===== src/rtl/alu_wide_seq.sv =====
// Multi-word sequencer that drives a 32-bit ALU one word per cycle (LSW first)
// and assembles a WORDS*32-bit result behind valid/ready handshakes.
module alu_wide_seq #(
    parameter int WORDS = 4
) (
    input  logic                   clk,
    input  logic                   rst_n,
    input  logic                   in_valid,
    output logic                   in_ready,
    input  logic [2:0]             in_op,
    input  logic [WORDS*32-1:0]    in_a,
    input  logic [WORDS*32-1:0]    in_b,
    input  logic                   in_cin,
    output logic [2:0]             alu_opcode,
    output logic [31:0]            alu_a,
    output logic [31:0]            alu_b,
    output logic                   alu_cin,
    input  logic [31:0]            alu_result,
    input  logic                   alu_cout,
    output logic                   out_valid,
    input  logic                   out_ready,
    output logic [WORDS*32-1:0]    out_result,
    output logic                   out_cout,
    output logic                   out_err
);

    localparam int WW = WORDS * 32;
    localparam int IW = (WORDS > 1) ? $clog2(WORDS) : 1;
    localparam logic [IW-1:0] LAST_IDX = IW'(WORDS - 1);

    localparam logic [2:0] OP_SHL = 3'b100;
    localparam logic [2:0] OP_SHR = 3'b101;
    localparam logic [2:0] OP_CUT = 3'b110;
    localparam logic [2:0] OP_ADD = 3'b111;

    typedef enum logic [1:0] {
        IDLE = 2'd0,
        RUN  = 2'd1,
        DONE = 2'd2
    } state_t;

    state_t          state_q, state_d;
    logic [IW-1:0]   idx_q, idx_d;
    logic            carry_q, carry_d;
    logic [2:0]      op_q, op_d;
    logic [WW-1:0]   a_q, a_d;
    logic [WW-1:0]   b_q, b_d;
    logic [WW-1:0]   result_q, result_d;
    logic            cout_q, cout_d;
    logic            err_q, err_d;

    always_ff @(posedge clk or negedge rst_n) begin
        if (!rst_n) begin
            state_q  <= IDLE;
            idx_q    <= '0;
            carry_q  <= 1'b0;
            op_q     <= 3'b000;
            a_q      <= '0;
            b_q      <= '0;
            result_q <= '0;
            cout_q   <= 1'b0;
            err_q    <= 1'b0;
        end else begin
            state_q  <= state_d;
            idx_q    <= idx_d;
            carry_q  <= carry_d;
            op_q     <= op_d;
            a_q      <= a_d;
            b_q      <= b_d;
            result_q <= result_d;
            cout_q   <= cout_d;
            err_q    <= err_d;
        end
    end

    always_comb begin
        state_d    = state_q;
        idx_d      = idx_q;
        carry_d    = carry_q;
        op_d       = op_q;
        a_d        = a_q;
        b_d        = b_q;
        result_d   = result_q;
        cout_d     = cout_q;
        err_d      = err_q;
        alu_opcode = 3'b000;
        alu_a      = 32'h0;
        alu_b      = 32'h0;
        alu_cin    = 1'b0;

        case (state_q)
            IDLE: begin
                if (in_valid) begin
                    op_d     = in_op;
                    a_d      = in_a;
                    b_d      = in_b;
                    result_d = '0;
                    cout_d   = 1'b0;
                    idx_d    = '0;
                    carry_d  = (in_op == OP_ADD) ? in_cin : 1'b0;
                    if (in_op == OP_SHL || in_op == OP_SHR || in_op == OP_CUT) begin
                        err_d   = 1'b1;
                        state_d = DONE;
                    end else begin
                        err_d   = 1'b0;
                        state_d = RUN;
                    end
                end
            end

            RUN: begin
                // carry_q is only ever nonzero for ADD, so it can feed cin unconditionally
                alu_opcode = op_q;
                alu_cin    = carry_q;
                for (int w = 0; w < WORDS; w++) begin
                    if (idx_q == IW'(w)) begin
                        alu_a                = a_q[w*32 +: 32];
                        alu_b                = b_q[w*32 +: 32];
                        result_d[w*32 +: 32] = alu_result;
                    end
                end
                if (op_q == OP_ADD) begin
                    carry_d = alu_cout;
                end
                if (idx_q == LAST_IDX) begin
                    cout_d  = (op_q == OP_ADD) ? alu_cout : 1'b0;
                    state_d = DONE;
                end else begin
                    idx_d = idx_q + 1'b1;
                end
            end

            DONE: begin
                if (out_ready) begin
                    state_d = IDLE;
                end
            end

            default: begin
                state_d = IDLE;
            end
        endcase
    end

    assign in_ready   = (state_q == IDLE);
    assign out_valid  = (state_q == DONE);
    assign out_result = result_q;
    assign out_cout   = cout_q;
    assign out_err    = err_q;

endmodule


===== config.mk =====
export PLATFORM = sky130hd
export DESIGN_NAME = alu_wide_seq
export DESIGN_NICKNAME = d
export VERILOG_FILES = /design/src/rtl/alu_wide_seq.sv
export SDC_FILE = /design/constraint.sdc
export NUM_CORES = 1
export LEC_CHECK = 0
export CAP_MARGIN = 20
export CORE_ASPECT_RATIO = 1.4
export CORE_MARGIN = 5
export CORE_UTILIZATION = 49
export CTS_CLUSTER_SIZE = 12
export DETAILED_ROUTE_END_ITERATION = 12
export HOLD_SLACK_MARGIN = 0.05
export PLACE_DENSITY = 0.84
export SETUP_SLACK_MARGIN = 0.3
export SYNTH_ARGS = -nofsm -noshare
export SYNTH_HDL_FRONTEND = slang
export SYNTH_SLANG_ARGS = --single-unit

===== constraint.sdc =====
create_clock -name clk -period 2.1 [get_ports clk]
set_input_delay 0.315 -clock clk [delete_from_list [all_inputs] [get_ports clk]]
set_output_delay 0.315 -clock clk [all_outputs]
set_load 0.02 [all_outputs]

==> summary.txt <==
Run status
  – Status: finished, violations left
  – Failing checks: setup timing

Die
  – FP Rows: 82
  – Core footprint: 0.0359 mm²
  – Die Footprint: 0.0404 mm²
  – Die Span X: 171 µm
  – Ports: 497
  – Die height: 236 µm
  – Initial Util: 0.498

Critical path
  – Max stage delay cell, worst path: dfrtp_1
  – FF-to-FF End: out_result[112]$_DFFE_PN0P_
  – Worst path cell trace: buf_4 -> ha_4 -> buf_12 -> buf_12 -> a21oi_1 -> o21ai_0 -> a32o_2 -> buf_6
  – Max Fanout on Critical Path: 17
  – Max incr delay on CP: 410 ps
  – FF-to-FF path depth: 8
  – Startpoint types: register
  – Worst Setup End Kind: output port
  – CP delay by family, top: buffers and inverters
  – Critical path class: reg -> out
  – Critical Path AT: 2260 ps
  – Flop2flop setup slack: -100 ps
  – Req. time, crit path: 1780 ps
  – CP most frequent cell: buf_12
  – Critical R2R Launch: idx_q[1]$_DFFE_PN0P_
  – Crit path buffers/inverters: 4

Worst hold path
  – Worst hold stages: 3
  – Hold EP: b_q[77]$_DFFE_PN0P_
  – Hold_sp: in_b[77]
  – HP Class: in -> reg

Finish
  – Non-filler cells, final: 2935
  – Nets: 2747
  – Design area: 0.0270 mm²
  – Fill cell count: 2245
  – Share of cells above drive strength 1: 0.237
  – Core Util, Final: 0.752
  – Area delta synth->final: 51.2%

STA
  – RSZ-0062 raised after global routing: yes
  – Final setup vio count: 87
  – Clock skew: 17.8 ps
  – Worst rel slew slack: 0.586
  – Final worst path period need: 2580 ps
  – Final Cycle Share: 1.23
  – Fin. max-slew vios: 0
  – Hold Vio Cnt, Final: 0
  – TNS Setup: -26450 ps
  – Worst Max-Slew Pin Slew: 621 ps
  – PnR worst setup slack: -476 ps
  – Fmax: 388 MHz
  – Fin Hold WS: 299 ps

Power
  – Cell internal pwr: 26.9 mW
  – Peak VDD IR: 1.08 mV
  – P_sw: 18.9 mW
  – Pleak: 13.0 nW
  – Register share of total power: 0.302
  – Power, Total: 45.7 mW
  – Switching Share: 0.413
  – Pwr per Cell Area: 1690 mW/mm²
  – Combinational share of power: 0.546
  – Power share of the clock group: 0.152

Logic synthesis
  – Syn Inst Count: 1906
  – Syn avg cell area: 9.37 µm²
  – Warnings, synthesis: 0
  – Yosys reg bits: 394
  – Register area share after synthesis: 0.552
  – Cell Area, Synth: 0.0179 mm²
  – Post-Syn Nets: 2207
  – Unique masters post-synth: 35

GRT
  – Tot GR Track Use: 0.310
  – First-pass GRT wire length: 98000 µm
  – Pin count of the biggest net entering global routing: 76
  – Initial antenna violation count: 16
  – GR Overflow Total: 0
  – Vias in the first global route: 17300

Clock network
  – Clk sinks: 394
  – H-tree depth: 2
  – Root buffer cell: clkbuf_16
  – Worst skew pair latency: 550 ps
  – Clock Path Buffers: 3
  – Inserted Clock Buffers: 40
  – CTS tree: built
  – CTS clock-pin slew for the worst setup and hold paths: 60 ps

Routing
  – DRC Markers: 0
  – Post-DRT Antenna Nets: 0
  – Routed vias: 17100
  – TritonRoute pass-1 iters: 5
  – Initial DRC count: 1833
  – Vias per cell: 5.82
  – Wire per inst: 24.4 µm
  – Final wirelength: 71700 µm

Placement
  – Placed cell area: 0.0237 mm²
  – GPL Wtd Cong: 0.893
  – Pre-CTS setup slack: -509 ps
  – Cells after DPL: 2812
  – Port bufs: 496
  – Dpl hpwl: 43200 µm

Job
  – Max-cap violation count: 0
-- routing by layer --
layer | wire length, µm | vias up | track usage
met5 | 42 | - | 0
met4 | 5770 | 6 | 0.207
met3 | 6490 | 337 | 0.0583
met2 | 35300 | 1171 | 0.511
met1 | 24100 | 8276 | 0.366
li1 | - | 7302 | -
-- synthesized netlist by cell type, drive strengths merged --
cell     number  area share
a21boi        1     0.00042
a21oi        68       0.020
a22oi         1     0.00042
a2bb2oi       1     0.00049
a311oi        1     0.00049
a32o         64       0.036
a41oi         1     0.00091
and2         35       0.012
buf         103       0.040
clkbuf       37      0.0078
dfrtp       394        0.55
ha            4      0.0028
inv           6      0.0013
mux2        129       0.081
nand2       850        0.18
nand2b        2      0.0011
nand3         1     0.00028
nand3b        1     0.00042
nor2          5      0.0011
nor2b        65       0.023
nor3         66       0.018
nor3b         1     0.00042
o211ai        1     0.00042
o21ai        66       0.018
o221ai        1     0.00049
o31ai         1     0.00042
or3b          1     0.00049
-- tightest hold or removal path: stages --
cell and delay (ps):
clkdlybuf4s50_1 390, nand2_1 50, nand2_1 40
-- flip-flops by register name (all words and copies together) (netlist names) --
name / count
a_q: 128
b_q: 128
carry_q: 1
idx_q: 2
op_q: 3
out_cout: 1
out_err: 1
out_result: 128
state_q: 2
-- cell families (layout without fill, tap and decap cells) --
logic type,count (synthesis),after routing,share of synthesized area
AND/OR/NAND/NOR,1027,1027,0.236
flip-flops,394,394,0.552
AO/OA/AOI/OAI,206,206,0.0787
buffers and inverters,146,700,0.0495
multiplexers,129,129,0.0813
adder cells (fa/ha/maj),4,4,0.00280
other,0,13,0
-- layout by cell type, fill, tap and decap left out, types with 20 or more instances in the layout --
master and instances:
buf_4 57, mux2_4 64, a32o_2 47, nand2_1 848, nor2b_1 28, a21oi_2 36
o21ai_0 20, and2_1 27, o21ai_1 43, nor3_1 23, a21oi_1 25, mux2_2 60
nor3_2 32, buf_12 46, buf_6 69, clkdlybuf4s50_1 425, nor2b_2 22, dfrtp_1 392
clkbuf_16 52
-- how the worst max path moves through the flow --
stage	startpoint	to	depth (start not counted)
after floorplan	idx_q[0]$_DFFE_PN0P_	alu_b[10]	8
after global placement	idx_q[1]$_DFFE_PN0P_	alu_b[8]	7
after detailed placement	idx_q[1]$_DFFE_PN0P_	alu_b[8]	7
after CTS	idx_q[0]$_DFFE_PN0P_	alu_b[2]	7
after global routing	idx_q[0]$_DFFE_PN0P_	alu_b[21]	8
final	idx_q[0]$_DFFE_PN0P_	alu_b[21]	8
-- power by group through the flow --
stage / Clock, mW / Sequential (mW) / Combinational, mW
finish: 6.96 / 13.8 / 24.9
global route: 7.27 / 14.1 / 26.2
CTS: 6.93 / 13.4 / 22.0
detailed placement: 0 / 13.4 / 19.9
global placement: 0 / 13.2 / 19.5
floorplan: 0 / 14.2 / 10.4
-- layout make-up --
class,count,area [µm²],share of cell area
antenna,13,32.5,0.00120
clock buffer,51,1110,0.0412
clock inverter,5,82.6,0.00306
inverter,6,25.0,0.000926
multi-input combinational,1366,8180,0.303
sequential,394,9860,0.365
tap,462,578,0.0214
timing repair buffer,638,7140,0.264
-- what timing repair did --
item / 4_1_cts / 5_1_grt
gates resized for setup: 487 / 228
pin swaps: 23 / 21
setup buffers: 20 / 12
hold buffers: 1 / 0
endpoints found under the setup margin: 329 / 337
endpoints found under the hold margin: 47 / 0
cloned: 9 / 12
Power figures use the tool's default switching activity.
